`config.mk`:
```
export PLATFORM = sky130hd
export DESIGN_NAME = sprite_blit_flat
export DESIGN_NICKNAME = d
export VERILOG_FILES = /design/src/rtl/vga_pkg.sv /design/src/rtl/sprite_blit_if.sv /design/src/rtl/sprite_blit_delay_line.sv /design/src/rtl/sprite_blit.sv /design/src/flat_wrapper.sv
export SDC_FILE = /design/constraint.sdc
export NUM_CORES = 1
export LEC_CHECK = 0
export CAP_MARGIN = 25
export CORE_ASPECT_RATIO = 1.2
export CORE_MARGIN = 10
export CORE_UTILIZATION = 30
export CTS_CLUSTER_SIZE = 28
export DETAILED_ROUTE_END_ITERATION = 16
export PLACE_DENSITY_LB_ADDON = 0.08
export SLEW_MARGIN = 20
export SYNTH_ARGS = -nofsm -noshare
export SYNTH_HDL_FRONTEND = slang
export SYNTH_HIERARCHICAL = 1
export SYNTH_SLANG_ARGS = --single-unit
```
`constraint.sdc`:
```
create_clock -name clk -period 10.1 [get_ports clk]
set_input_delay 1.515 -clock clk [delete_from_list [all_inputs] [get_ports clk]]
set_output_delay 1.515 -clock clk [all_outputs]
set_load 0.03 [all_outputs]
```
`src/rtl/vga_pkg.sv`:
```
// Shared VGA-path types: scan/pixel widths, the sprite parameter bank and the
// background colour used wherever a sprite does not cover the pixel.
package vga_pkg;

    localparam int COL_W  = 10;
    localparam int ROW_W  = 9;
    localparam int ADDR_W = 14;
    localparam int PIX_W  = 12;

    localparam logic [PIX_W-1:0] COLOR_BLACK = '0;

    typedef struct packed {
        logic [COL_W-1:0]  posx;
        logic [ROW_W-1:0]  posy;
        logic [COL_W-1:0]  width;
        logic [ROW_W-1:0]  height;
        logic [ADDR_W-1:0] base;
        logic [1:0]        sx;
        logic [1:0]        sy;
        logic              mirx;
        logic              miry;
        logic              key_en;
        logic [PIX_W-1:0]  key;
    } sprite_param_t;

endpackage

```
`src/rtl/sprite_blit_if.sv`:
```
// Parameter-write port and sprite-memory read port of one sprite renderer.
interface sprite_blit_if;
    import vga_pkg::*;

    logic              p_we;
    logic [COL_W-1:0]  p_posx;
    logic [ROW_W-1:0]  p_posy;
    logic [COL_W-1:0]  p_width;
    logic [ROW_W-1:0]  p_height;
    logic [ADDR_W-1:0] p_base;
    logic [1:0]        p_sx;
    logic [1:0]        p_sy;
    logic              p_mirx;
    logic              p_miry;
    logic              p_key_en;
    logic [PIX_W-1:0]  p_key;
    logic              p_busy;
    logic [ADDR_W-1:0] mem_addr;
    logic [PIX_W-1:0]  mem_data;

    modport master (
        output p_we, p_posx, p_posy, p_width, p_height, p_base,
               p_sx, p_sy, p_mirx, p_miry, p_key_en, p_key, mem_data,
        input  p_busy, mem_addr
    );

    modport slave (
        input  p_we, p_posx, p_posy, p_width, p_height, p_base,
               p_sx, p_sy, p_mirx, p_miry, p_key_en, p_key, mem_data,
        output p_busy, mem_addr
    );

endinterface

```
`src/rtl/sprite_blit_delay_line.sv`:
```
// Fixed-depth clearable shift register used to line side-band bits up with
// the sprite memory read latency.
module delay_line #(
    parameter int WIDTH = 1,
    parameter int DEPTH = 1
) (
    input  logic             clk,
    input  logic             rst,
    input  logic [WIDTH-1:0] din,
    output logic [WIDTH-1:0] dout
);

    logic [DEPTH-1:0][WIDTH-1:0] stages;

    always_ff @(posedge clk) begin
        if (rst) begin
            stages <= '0;
        end else begin
            stages[0] <= din;
            for (int i = 1; i < DEPTH; i++) begin
                stages[i] <= stages[i-1];
            end
        end
    end

    assign dout = stages[DEPTH-1];

endmodule

```
`src/rtl/sprite_blit.sv`:
```
// Single-sprite renderer: maps the scan position onto a scaled, mirrored,
// colour-keyed sprite held in external memory. Latency is MEM_LAT+3 cycles.
module sprite_blit
    import vga_pkg::*;
#(
    parameter int MEM_LAT = 1
) (
    input  logic             clk,
    input  logic             rst,
    input  logic [COL_W-1:0] col,
    input  logic [ROW_W-1:0] row,
    input  logic             frame_start,
    sprite_blit_if.slave     bus,
    output logic [PIX_W-1:0] vga_data,
    output logic             opaque
);

    sprite_param_t wr_set, pending, active, cur;
    logic          busy;

    always_comb begin
        wr_set.posx   = bus.p_posx;
        wr_set.posy   = bus.p_posy;
        wr_set.width  = bus.p_width;
        wr_set.height = bus.p_height;
        wr_set.base   = bus.p_base;
        wr_set.sx     = bus.p_sx;
        wr_set.sy     = bus.p_sy;
        wr_set.mirx   = bus.p_mirx;
        wr_set.miry   = bus.p_miry;
        wr_set.key_en = bus.p_key_en;
        wr_set.key    = bus.p_key;
    end

    // The bank taking effect this cycle, so the first pixel of a frame already sees the new set.
    always_comb begin
        cur = active;
        if (frame_start) begin
            if (bus.p_we) begin
                cur = wr_set;
            end else if (busy) begin
                cur = pending;
            end
        end
    end

    always_ff @(posedge clk) begin
        if (rst) begin
            active  <= '0;
            pending <= '0;
            busy    <= 1'b0;
        end else begin
            active <= cur;
            if (frame_start) begin
                busy <= 1'b0;
            end else if (bus.p_we) begin
                pending <= wr_set;
                busy    <= 1'b1;
            end
        end
    end

    assign bus.p_busy = busy;

    // Footprint bounds are widened by 4 bits so a sprite hanging off-screen clips instead of wrapping.
    logic [COL_W+3:0] x_lo, x_hi, col_e;
    logic [ROW_W+3:0] y_lo, y_hi, row_e;
    logic             hit;
    logic [COL_W-1:0] tx;
    logic [ROW_W-1:0] ty;

    always_comb begin
        col_e = {4'b0, col};
        row_e = {4'b0, row};
        x_lo  = {4'b0, cur.posx};
        y_lo  = {4'b0, cur.posy};
        x_hi  = x_lo + ({4'b0, cur.width} << cur.sx);
        y_hi  = y_lo + ({4'b0, cur.height} << cur.sy);
        hit   = (col_e >= x_lo) && (col_e < x_hi) && (row_e >= y_lo) && (row_e < y_hi);
        tx    = (col - cur.posx) >> cur.sx;
        ty    = (row - cur.posy) >> cur.sy;
        if (cur.mirx) begin
            tx = cur.width - tx - COL_W'(1);
        end
        if (cur.miry) begin
            ty = cur.height - ty - ROW_W'(1);
        end
    end

    logic              s1_hit;
    logic [COL_W-1:0]  s1_tx;
    logic [ROW_W-1:0]  s1_ty;
    logic [COL_W-1:0]  s1_width;
    logic [ADDR_W-1:0] s1_base;
    logic              s1_key_en;
    logic [PIX_W-1:0]  s1_key;

    always_ff @(posedge clk) begin
        if (rst) begin
            s1_hit    <= 1'b0;
            s1_tx     <= '0;
            s1_ty     <= '0;
            s1_width  <= '0;
            s1_base   <= '0;
            s1_key_en <= 1'b0;
            s1_key    <= '0;
            bus.mem_addr <= '0;
        end else begin
            s1_hit    <= hit;
            s1_tx     <= tx;
            s1_ty     <= ty;
            s1_width  <= cur.width;
            s1_base   <= cur.base;
            s1_key_en <= cur.key_en;
            s1_key    <= cur.key;
            bus.mem_addr <= s1_base + ADDR_W'(s1_ty) * ADDR_W'(s1_width) + ADDR_W'(s1_tx);
        end
    end

    logic [PIX_W+1:0] dl_in, dl_out;
    logic             d_hit, d_key_en, keyed;
    logic [PIX_W-1:0] d_key;

    assign dl_in = {s1_hit, s1_key_en, s1_key};

    delay_line #(
        .WIDTH (PIX_W + 2),
        .DEPTH (MEM_LAT + 1)
    ) u_hit_delay (
        .clk  (clk),
        .rst  (rst),
        .din  (dl_in),
        .dout (dl_out)
    );

    assign {d_hit, d_key_en, d_key} = dl_out;
    assign keyed = d_key_en && (bus.mem_data == d_key);

    always_ff @(posedge clk) begin
        if (rst) begin
            opaque   <= 1'b0;
            vga_data <= COLOR_BLACK;
        end else begin
            opaque   <= d_hit && !keyed;
            vga_data <= (d_hit && !keyed) ? bus.mem_data : COLOR_BLACK;
        end
    end

endmodule

```
`src/flat_wrapper.sv`:
```
// flat-port wrapper written by rule: the top's interface ports become plain ports
module sprite_blit_flat import vga_pkg::*;
#(
    parameter int MEM_LAT = 1
)
  (clk, rst, col, row, frame_start, vga_data, opaque, bus_p_we, bus_p_posx, bus_p_posy, bus_p_width, bus_p_height, bus_p_base, bus_p_sx, bus_p_sy, bus_p_mirx, bus_p_miry, bus_p_key_en, bus_p_key, bus_mem_data, bus_p_busy, bus_mem_addr);
  sprite_blit_if bus_i ();
  input  logic clk;
  input  logic rst;
  input  logic [COL_W-1:0] col;
  input  logic [ROW_W-1:0] row;
  input  logic frame_start;
  output logic [PIX_W-1:0] vga_data;
  output logic opaque;
  input wire logic [$bits(bus_i.p_we)-1:0] bus_p_we;
  input wire logic [$bits(bus_i.p_posx)-1:0] bus_p_posx;
  input wire logic [$bits(bus_i.p_posy)-1:0] bus_p_posy;
  input wire logic [$bits(bus_i.p_width)-1:0] bus_p_width;
  input wire logic [$bits(bus_i.p_height)-1:0] bus_p_height;
  input wire logic [$bits(bus_i.p_base)-1:0] bus_p_base;
  input wire logic [$bits(bus_i.p_sx)-1:0] bus_p_sx;
  input wire logic [$bits(bus_i.p_sy)-1:0] bus_p_sy;
  input wire logic [$bits(bus_i.p_mirx)-1:0] bus_p_mirx;
  input wire logic [$bits(bus_i.p_miry)-1:0] bus_p_miry;
  input wire logic [$bits(bus_i.p_key_en)-1:0] bus_p_key_en;
  input wire logic [$bits(bus_i.p_key)-1:0] bus_p_key;
  input wire logic [$bits(bus_i.mem_data)-1:0] bus_mem_data;
  output wire logic [$bits(bus_i.p_busy)-1:0] bus_p_busy;
  output wire logic [$bits(bus_i.mem_addr)-1:0] bus_mem_addr;
  assign bus_i.p_we = bus_p_we;
  assign bus_i.p_posx = bus_p_posx;
  assign bus_i.p_posy = bus_p_posy;
  assign bus_i.p_width = bus_p_width;
  assign bus_i.p_height = bus_p_height;
  assign bus_i.p_base = bus_p_base;
  assign bus_i.p_sx = bus_p_sx;
  assign bus_i.p_sy = bus_p_sy;
  assign bus_i.p_mirx = bus_p_mirx;
  assign bus_i.p_miry = bus_p_miry;
  assign bus_i.p_key_en = bus_p_key_en;
  assign bus_i.p_key = bus_p_key;
  assign bus_i.mem_data = bus_mem_data;
  assign bus_p_busy = bus_i.p_busy;
  assign bus_mem_addr = bus_i.mem_addr;
  sprite_blit #(.MEM_LAT(MEM_LAT)) u_core (.clk(clk), .rst(rst), .col(col), .row(row), .frame_start(frame_start), .bus(bus_i), .vga_data(vga_data), .opaque(opaque));
endmodule
```
Yosys cells after proc, flatten, opt, wreduce, memory -nomap -nowiden
Cells that the tools add are included.
Word-level totals
  register bits: 218
  input bits: 106
  output and inout bits: 28
  logic and storage cells: 69
Operators by class
  $add $sub $neg: 10
  $mul: 1
  magnitude comparators: 4
  equality and inequality tests: 1
  shift-type cells: 4
  mux-type cells: 5
  bitwise operators: 2
  reductions and logical operators: 11
Operators with widths (number)
  2-to-1 mux 71 bit: 3
  subtractor 10 bit: 2
  subtractor 9 bit: 2
  adder 10 x 14 -> 14 bit: 1
  adder 14 x 10 -> 14 bit: 1
  adder 14 bit: 1
  < comparator 10 x 14 -> 1 bit: 1
  multiplier 9 x 10 -> 14 bit: 1
  left shift 10 x 2 -> 14 bit: 1
  adder 9 x 13 -> 13 bit: 1
  < comparator 9 x 13 -> 1 bit: 1
  left shift 9 x 2 -> 13 bit: 1
  == test 12 bit: 1
  greater-or-equal comparator 10 bit: 1
  2-to-1 mux 10 bit: 1
  right shift 10 x 2 -> 10 bit: 1
  subtractor 10 x 1 -> 10 bit, second input constant: 1
  greater-or-equal comparator 9 bit: 1
  2-to-1 mux 9 bit: 1
  right shift 9 x 2 -> 9 bit: 1
  subtractor 9 x 1 -> 9 bit, second input constant: 1
  logical AND 1 bit: 5
  AND reduction 2 bit: 2
  OR reduction 2 bit: 2
  3 further kinds: 4

Depth between registers and ports, before layout
  depth after elaboration: 9
  gate-level depth with buffers: 26
  gate-level depth less buffers: 22

Cells and area by module
Netlist, hierarchy kept.
By module, submodules not included
  sprite_blit: times used 1, cells an instance 1821, area an instance 14345.0 um^2, seq. area each 3803.6 um^2
  delay_line: times used 1, cells an instance 72, area an instance 883.3 um^2, seq. area each 560.5 um^2

Worst setup path after synthesis
No wires, ideal clock.
  path type: input port to flip-flop
  start point: in frame_start
  end point: reg u_core.s1_ty[8]
  library setup time: 0.070 ns
  arrival: 6.324 ns
  required time: 10.030 ns
  path slack: 3.706 ns
  stages: 24
  path buffers: 4
  cell sequence: buf_4 -> buf_2 -> buf_1 -> clkbuf_1 -> nand3_1 -> a21oi_1 -> a221oi_1 -> ha_1 -> nor2b_1 -> o21ai_0 -> a21boi_1 -> o211a_1 -> o41a_1 -> nand2_1 -> nand2_1 -> ha_1 -> a21o_1 -> a21oi_1 -> o21bai_1 -> a2111oi_0 -> nor3_1 -> xor2_1 -> a211o_1 -> a21oi_1
Between the ends
  longest elaborated chain between the ends: 6
RTL lines
  start, declared: line flat_wrapper.sv:12  | input logic frame_start;
  2-to-1 mux 71 bit *: line sprite_blit.sv:38  | if (frame_start) begin
  subtractor 9 bit: line sprite_blit.sv:81  | ty = (row - cur.posy) >> cur.sy;
  right shift 9 x 2 -> 9 bit: line sprite_blit.sv:81
  subtractor 9 bit: line sprite_blit.sv:86  | ty = cur.height - ty - ROW_W'(1);
  subtractor 9 x 1 -> 9 bit: line sprite_blit.sv:86
  2-to-1 mux 9 bit *: line sprite_blit.sv:85  | if (cur.miry) begin
  end signal, assigned: line sprite_blit.sv:111  | s1_ty <= ty;
  end, declared: line sprite_blit.sv:92  | logic [ROW_W-1:0] s1_ty;
Every way passes the cells marked *; elsewhere a longest branch is shown, timed or not.
A chain may end at the register's enable or synchronous reset.

Worst setup path after layout
  start point: in bus_p_we
  end point: reg u_core.s1_ty[8]
Between the ends
  longest elaborated chain between the ends: 7
RTL lines
  start, declared: line flat_wrapper.sv:15  | input wire logic [$bits(bus_i.p_we)-1:0] bus_p_we;
  2-to-1 mux 71 bit *: line sprite_blit.sv:39  | if (bus.p_we) begin
  2-to-1 mux 71 bit *: line sprite_blit.sv:38
  subtractor 9 bit: line sprite_blit.sv:81
  right shift 9 x 2 -> 9 bit: line sprite_blit.sv:81
  subtractor 9 bit: line sprite_blit.sv:86
  subtractor 9 x 1 -> 9 bit: line sprite_blit.sv:86
  2-to-1 mux 9 bit *: line sprite_blit.sv:85
Marked as above.

==> results.yml <==
setup_path:
  arrival_ps: 7590
  cp_max_fo: 35
  startpoint_type: "input pin"
  worstSetupEndpointType: "flip-flop"
  critical_path_class: "in -> reg"
  crit_required_ps: 10580
logic_synthesis:
  synth_edf_count: 0
  ys.flop_type: "dfxtp_1"
  synth_area_leaders: "dfxtp_1 29%, fa_1 9.7%, ha_1 8.6%"
  synth_nets: 2178
  yosysMostFrequentCell: "nand2_1"
  syn_area_mm2: 0.01523
  ys_ff_latch: 218
  synth_cell_types: 72
  synth_seq_area_share: 0.2866
  synth_top_area_cell: "dfxtp_1"
  synthCells: 1893
  synthArstFlopShare: 0
  yosys_warnings: 6
  synth.top_cell.area_share: 0.2866
  synth_common_cells: "250 x nand2_1, 218 x dfxtp_1, 168 x a21oi_1, 167 x inv_1, 161 x nor2_1"
  syn_area_per_cell_um2: 8.045
sta:
  worst_slew_margin_rel: 0.3062
  max_freq_mhz: 140.5
  setup_slack_ps: 2984
  tightest_slew_ps: 1041
  setup_viol: 0
  rsz0062_at_grt: "no"
  fin_skew_ps: 27.41
  finalMaxSlewViolations: 0
  tns_ps: 0
  finalHoldViolCount: 0
  fin_crit_ps: 7116
  finalCritPeriodShare: 0.7045
floorplanning:
  die_h_um: 266.8
  die_w_um: 225.7
  core_area_mm2: 0.05022
  start_util: 0.3032
  die_area_mm2: 0.06021
  fp-row-count: 90
  io-pin-count: 134
power_and_ir_drop:
  p_clk_frac: 0.333
  static-leakage-power_nw: 7.459
  p_per_area_mw_per_mm2: 177.2
  p_sw_w: 0.001124
  intPower_w: 0.002057
  power_frac_comb: 0.352
  ir_drop_v: 0.0001235
  seq_power_share: 0.315
  switching_share: 0.3534
clock_tree:
  root_buffer: "clkbuf_16"
  cts_resized: 0
  clock_sinks: 218
  cts_setup_buffers: 0
  cts_tree: "built"
  ctsHtreeMaxLevel: 1
  clockBufferDepth: 3
  clk_pin_slew_ps: 60
  cts_buffers: 27
  clk_latency_ps: 570
  hold_buffers: 0
global_route:
  antenna_found_initial: 0
  grt_max_degree: 90
  overflow: 0
  grt_pass1_wl_mm: 72.97
  grtUsageTotal: 0.1510
  grt_pass1_vias: 12860
detailed_routing:
  routedWlPerCell_um: 17.58
  vias_per_cell: 4.917
  drtIter0Drc: 654
  vias: 12870
  first_pass_iters: 6
  remaining_drc_errors: 0
  wl_mm: 46.02
  drtAntennaViolNets: 0
run_status:
  status: "complete, no violations"
place:
  finalWeightedCongestion: 0.8654
  io_buffers: 133
  place_area_mm2: 0.01698
  hpwlAfterDp_mm: 33.78
  dp.cells: 2567
  pre_cts_ws_ps: 2408
finish:
  design_area_mm2: 0.01795
  diodes: 0
  drive_gt1_frac: 0.05876
  syn_to_final_growth_pct: 17.88
  stdcell_count: 2618
  nets: 2238
hold_path:
  worstHoldPathType: "reg -> reg"
flow_run:
  drv_cap: 0
## area by class of cell
cell class | count | area [µm²]
fill | 5261 | 32270
multi-input combinational | 1377 | 9657
sequential | 218 | 4368
tap | 644 | 805.8
inverter | 171 | 641.9
clock buffer | 33 | 748.2
clock inverter | 17 | 220.2
timing repair buffer | 158 | 1510
## power groups by stage
stage	clock network (W)	logic, W	registers [W]
after detailed placement	0	0.00113	0.00102
after global placement	0	0.00112	0.00102
after global routing	0.00113	0.00128	0.00101
after floorplan	0	0.000796	0.00102
final	0.00106	0.00112	0.00100
after CTS	0.00109	0.00114	0.00100
## flip-flops by register name, indices dropped and copies added, names as in the netlist, 9 cells and up
name                       flops
u_core/s1_tx                  10
u_core/bus.mem_addr           14
u_core/s1_ty                   9
u_core/vga_data               12
u_core/s1_base                14
u_core/u_hit_delay/stages     14
u_core/s1_width               10
u_core/pending                71
u_core/s1_key                 12
u_core/active                 34
u_core/u_hit_delay/dout       14
## metrics by stage
step           power, W  hold WS (ps)  utilization
6_report       0.003181         432.6       0.3574
5_1_grt        0.003417         455.7       0.3574
3_3_place_gp   0.002144         416.5       0.3380
2_1_floorplan  0.001819         413.8            -
4_1_cts        0.003234         436.6       0.3573
3_5_place_dp   0.002152         422.3       0.3380
## cell families after synthesis
family | after synthesis | share of synthesized area
compound gates | 419 | 0.1781
xor+xnor | 67 | 0.03853
fa+ha+maj | 179 | 0.1836
buf+inv | 298 | 0.08044
flops | 218 | 0.2866
mux | 34 | 0.02325
simple gates | 678 | 0.2095
## critical path, cell delays in order
cell and delay (ps):
buf_2 220, inv_2 650, nor2_4 170, buf_4 310, a221oi_1 900, ha_1 400
nor2b_1 130, o21ai_0 190, a21boi_1 140, o211a_1 280, o41a_1 430, nand2_1 80
nand2_1 70, ha_1 320, a21o_1 170, a21oi_1 220, o21bai_1 120, a2111oi_0 500
nor3_1 140, xor2_1 180, a211o_1 330, a21oi_1 110
## final timing paths
| kind | start | end | slack, ps | cells after the start |
|---|---|---|---|---|
| worst max-delay path | bus_p_we | u_core/s1_ty[8] | 2980 | 22 |
| worst min-delay path | u_core/u_hit_delay/stages[5] | u_core/u_hit_delay/dout[5] | 430 | 1 |
| worst max register to register | u_core/bus.p_busy | u_core/s1_hit | 4110 | 19 |
| worst min register to register | u_core/u_hit_delay/stages[5] | u_core/u_hit_delay/dout[5] | 430 | 1 |
## cell usage in the layout, fill, tap and decap left out, types with 25 or more instances in the layout
cell,count
nor2b_1,39
nor2_1,160
nor3_1,31
o21ai_0,50
dfxtp_1,217
clkbuf_16,27
buf_4,25
and2_1,43
nand2_1,249
fa_1,74
ha_1,105
nand3_1,40
a211oi_1,27
a21oi_1,168
xor2_1,30
o22ai_1,31
a221oi_1,27
inv_1,167
clkdlybuf4s50_1,130
nand2b_1,46
xnor2_1,37
## layer usage
metal,GRT usage,part of all wire
met1,0.1902,0.45
met3,0.02229,0.038
met4,0.03198,0.016
met2,0.2663,0.49
met5,0,0
Power figures use the tool's default switching activity.
==> RTL change 1: new RTL, config.mk and constraints unchanged <==
`MEM_LAT` is set to 1 in 2 places; all go to 2.
--- a/src/rtl/sprite_blit.sv
+++ b/src/rtl/sprite_blit.sv
@@ -3,7 +3,7 @@
 module sprite_blit
     import vga_pkg::*;
 #(
-    parameter int MEM_LAT = 1
+    parameter int MEM_LAT = 2
 ) (
     input  logic             clk,
     input  logic             rst,
--- a/src/flat_wrapper.sv
+++ b/src/flat_wrapper.sv
@@ -1,7 +1,7 @@
 // flat-port wrapper written by rule: the top's interface ports become plain ports
 module sprite_blit_flat import vga_pkg::*;
 #(
-    parameter int MEM_LAT = 1
+    parameter int MEM_LAT = 2
 )
   (clk, rst, col, row, frame_start, vga_data, opaque, bus_p_we, bus_p_posx, bus_p_posy, bus_p_width, bus_p_height, bus_p_base, bus_p_sx, bus_p_sy, bus_p_mirx, bus_p_miry, bus_p_key_en, bus_p_key, bus_mem_data, bus_p_busy, bus_mem_addr);
   sprite_blit_if bus_i ();
Check against the original RTL: not settled (the Yosys comparison gave no result); the edit may change what the design does.
==> RTL change 1 against the original RTL <==
Non-clock buffer count decreased by 2; worst setup slack improved by 0.54 ns; sequential cell count is 14 higher; synthesized cell count increased by 1.6%; power grew 0.49%; final area up 2.0%; core utilization is 0.085 points lower; fmax increased by 8.1%; routed wire length up 1.6%; area after synthesis rose by 2.3%; critical path type unchanged.
==> RTL change 1: results (changes against the original RTL) <==
[logic_synthesis]
synth_xor_area_frac = 0.0377  ; -0.000854
synthTopCellsByArea = dfxtp_1 (30%), fa_1 (9.5%), ha_1 (8.4%)
synth_fa_ha_area_frac = 0.179  ; -0.00407
avgSynthCellArea_um2 = 8.10  ; +0.67%
yosysSeqAreaShare = 0.298  ; +0.0116
synthTopCellsByCount = nand2_1 (250), dfxtp_1 (232), a21oi_1 (168), inv_1 (167), nor2_1 (161)
synth_fp_nets = 2208  ; +1.4%
synth.area.mux_share = 0.0227  ; -0.000516
yosys.cell_types.count = 71  ; -1.4%

[setup_path]
crit_arrival_ns = 7.05  ; -0.54 ns
critPathLaunch = frame_start
worstPathMaxFanout = 52  ; +49%
critPathMaxStageDelay_ns = 0.61  ; -0.29 ns

[placed_design]
portBuffers = 133  ; unchanged
hpwlAfterDp_um = 33800  ; +0.17%
pre_cts_ws_ns = 2.84  ; +0.435 ns
place_inst = 2647  ; +3.1%
post_dp_cell_area_um2 = 17400  ; +2.4%

[layout]
clock_cell_area_share = 0.0506  ; -0.00338
final_nets = 2265  ; +1.2%
n_fill_cell = 5385  ; +2.4%
top_regs = u_core/pending x71, u_core/active x34, u_core/u_hit_delay/stages x28
buffer_area_frac = 0.0818  ; -0.00233
drive_gt1_frac = 0.0510  ; -0.00779
multi_input_area_share = 0.531  ; -0.00686
buffers = 156  ; -1.3%

[clocking]
cts_made_buffers = 28  ; +3.7%
clkSlewWorstSetupHoldPaths_ns = 0.06  ; about the same
cts_sinks = 232  ; +6.4%
clk_latency_ns = 0.59  ; +0.02 ns

[global_routing]
grt_max_degree = 81  ; -10%
track_usage = 0.148  ; -0.00259
grt_pass1_wl_um = 74800  ; +2.4%

[drt]
drt_iter0_drc = 686  ; +4.9%
wire_per_inst_um = 17.3  ; -1.4%
finalWirelength_um = 46800  ; +1.6%

[sta]
worst_pin_slew_ns = 0.956  ; -0.0850 ns
clock_skew_ns = 0.0108  ; -0.0166 ns

[status]
status = finished clean

[pwr]
power.leakage_nw = 7.54  ; +1.1%
vdd_drop_max_uv = 136  ; +9.9%

[floorplan]
core_area_um2 = 51400  ; +2.2%

[min_path]
worstHoldStart = u_core/u_hit_delay/stages[20]

## RTL change 1: cell types whose count changed after synthesis
cell,change
and2b_2,-8
nor2b_1,+22
buf_6,-2
dfxtp_1,+14
buf_2,+4
## RTL change 1: metal layers
metal | GRT usage | wire length (um) | vias up
met4 | 0.0379 | 1000 | 0
met2 | 0.261 | 22900 | 232
met5 | 0 | 0 | -
li1 | - | - | 6596
met1 | 0.187 | 21100 | 6238
met3 | 0.0204 | 1740 | 49
## RTL change 1: path summary, 6_finish.rpt
path                                                    to  slack (ns)
worst min register to register  u_core/u_hit_delay/dout[6]        0.43
worst max-delay path                       u_core/s1_tx[9]        3.52
worst max register to register             u_core/s1_tx[9]        3.95
worst min-delay path            u_core/u_hit_delay/dout[6]        0.43
## RTL change 1: power breakdown
group          internal, mW  total, mW  switching (mW)  leakage, nW
Sequential            0.994       1.06          0.0679         1.90
Clock                 0.592       1.02           0.427        0.448
Combinational         0.483       1.12           0.633         5.19
==> RTL change 2: new RTL, same settings <==
Without the edit above. Reset style: asynchronous (`rst`), changed in 4 clocked blocks.
--- a/src/rtl/sprite_blit_delay_line.sv
+++ b/src/rtl/sprite_blit_delay_line.sv
@@ -12,7 +12,7 @@
 
     logic [DEPTH-1:0][WIDTH-1:0] stages;
 
-    always_ff @(posedge clk) begin
+    always_ff @(posedge clk or posedge rst) begin
         if (rst) begin
             stages <= '0;
         end else begin
--- a/src/rtl/sprite_blit.sv
+++ b/src/rtl/sprite_blit.sv
@@ -44,7 +44,7 @@
         end
     end
 
-    always_ff @(posedge clk) begin
+    always_ff @(posedge clk or posedge rst) begin
         if (rst) begin
             active  <= '0;
             pending <= '0;
@@ -95,7 +95,7 @@
     logic              s1_key_en;
     logic [PIX_W-1:0]  s1_key;
 
-    always_ff @(posedge clk) begin
+    always_ff @(posedge clk or posedge rst) begin
         if (rst) begin
             s1_hit    <= 1'b0;
             s1_tx     <= '0;
@@ -136,7 +136,7 @@
     assign {d_hit, d_key_en, d_key} = dl_out;
     assign keyed = d_key_en && (bus.mem_data == d_key);
 
-    always_ff @(posedge clk) begin
+    always_ff @(posedge clk or posedge rst) begin
         if (rst) begin
             opaque   <= 1'b0;
             vga_data <= COLOR_BLACK;
Formal check against the unedited RTL: not equivalent (Yosys sat finds a counterexample within 4 cycles, from zero or initial values and one cycle with rst high; the reset may be asserted at any time).
==> RTL change 2 against the original RTL <==
Non-clock buffer count decreased by 12; final area decreased by 1.3%; routed wire length decreased by 8.9%; worst setup slack improved by 0.67 ns; sequential cell count unchanged; fmax increased by 10%; critical endpoint is now u_core/s1_tx[9]; area after synthesis decreased by 1.4%.
Power is not compared: it rests on default switching activity, and its combinational part moved more than twofold at a synthesized area within 25%.
==> RTL change 2: results (changes against the original RTL) <==
[status]
status = finished clean

[setup_path]
critPathMaxStageDelay_ns = 0.70  ; -0.20 ns
cp_slowest_cell = o41ai_1
worstPathMaxFanout = 46  ; +31%
crit_arrival_ns = 6.95  ; -0.64 ns
crit_family = compound AO/OA/AOI/OAI gates

[logic_synthesis]
synth-edff-count = 0  ; unchanged
async_flop_share = 1.00  ; +1.00
synthTopCellsByArea = dfrtp_1 (36%), fa_1 (9.9%), ha_1 (8.7%)
synth_fp_nets = 1739  ; -20%
yosys.cell_types.count = 68  ; -5.6%
synthTopCellsByCount = dfrtp_1 (218), inv_1 (148), a22o_1 (114), nand2_1 (109), ha_1 (105)
yosysSeqAreaShare = 0.363  ; +0.0766

[clocking]
cts_root_buffer = clkbuf_16
cts_resized = 0  ; unchanged
htree_levels = 1  ; unchanged
clk_latency_ns = 0.57  ; about the same

[layout]
diodes = 0  ; unchanged
drive_gt1_frac = 0.0980  ; +0.0392
final_nets = 1829  ; -18%
top_regs = u_core/pending x71, u_core/active x34
n_fill_cell = 4993  ; -5.1%

[drt]
vias_per_cell = 4.90  ; -0.44%
drt_iter0_drc = 567  ; -13%
finalWirelength_um = 41900  ; -8.9%
firstDrtPassIters = 5  ; -1

[global_routing]
grt_max_degree = 98  ; +8.9%
grt_pass1_wl_um = 68000  ; -6.8%
grt_pass1_vias = 11700  ; -8.7%
antenna_found_initial = 1  ; +1
track_usage = 0.143  ; -0.00814

[placed_design]
portBuffers = 133  ; unchanged
hpwlAfterDp_um = 31400  ; -6.9%
gp_congestion = 0.818  ; -5.5%
pre_cts_ws_ns = 3.03  ; +0.621 ns

[sta]
clock_skew_ns = 0.0252  ; -0.00226 ns
slew-limit-headroom = 0.336  ; +0.0301

[min_path]
hold_class = reg -> reg

-- RTL change 2: layout make-up --
cell class | instances | area share
clock buffers | 37 | 0.0431
clock inverters | 10 | 0.00424
inverters | 152 | 0.0326
multi-input cells | 999 | 0.486
flip-flops and latches | 218 | 0.308
well taps | 637 | 0.0450
repair buffers | 146 | 0.0812
-- RTL change 2: power breakdown --
| group | switching (mW) | total, mW | internal [mW] |
|---|---|---|---|
| clock network | 0.402 | 0.930 | 0.528 |
| registers | 0.138 | 1.26 | 1.12 |
| logic | 2.21 | 4.09 | 1.88 |
-- RTL change 2: layer usage --
layer | vias to the layer above | GRT usage | part of all wire
met5 | - | 0 | 0
met4 | 0 | 0.0331 | 0.017
met3 | 39 | 0.0219 | 0.040
met2 | 170 | 0.245 | 0.49
met1 | 5356 | 0.185 | 0.45
li1 | 5201 | - | -
-- RTL change 2: cell families (layout without fill, tap and decap cells) --
| family | count (synthesis) | after routing | share of synthesized area |
|---|---|---|---|
| XOR/XNOR | 72 | 72 | 0.0420 |
| adder cells (fa/ha/maj) | 179 | 179 | 0.186 |
| flip-flops | 218 | 218 | 0.363 |
| buffers and inverters | 237 | 345 | 0.0655 |
| multiplexers | 115 | 115 | 0.0840 |
| AO/OA/AOI/OAI | 323 | 323 | 0.161 |
| AND/OR/NAND/NOR | 310 | 310 | 0.0979 |
-- RTL change 2: stage by stage --
step,cell area (um2),utilization,instances
floorplan,15000,-,1454
global placement,16900,0.342,2151
detailed placement,16900,0.342,2152
CTS,17700,0.359,2199
global route,17700,0.359,2199
finish,17700,0.359,2199
-- RTL change 2: final timing paths --
kind	start	endpoint	slack [ns]	cells past startpoint
setup / recovery	bus_p_we	u_core/s1_tx[9]	3.65	22
hold / removal	u_core/u_hit_delay/stages[11]	u_core/u_hit_delay/dout[11]	0.34	0
setup reg to reg	u_core/bus.p_busy	u_core/s1_tx[9]	4.34	19
hold reg to reg	u_core/u_hit_delay/stages[11]	u_core/u_hit_delay/dout[11]	0.34	0
max in group asynchronous	rst	u_core/s1_base[6]	6.72	4
min in group asynchronous	rst	u_core/u_hit_delay/stages[13]	1.49	2
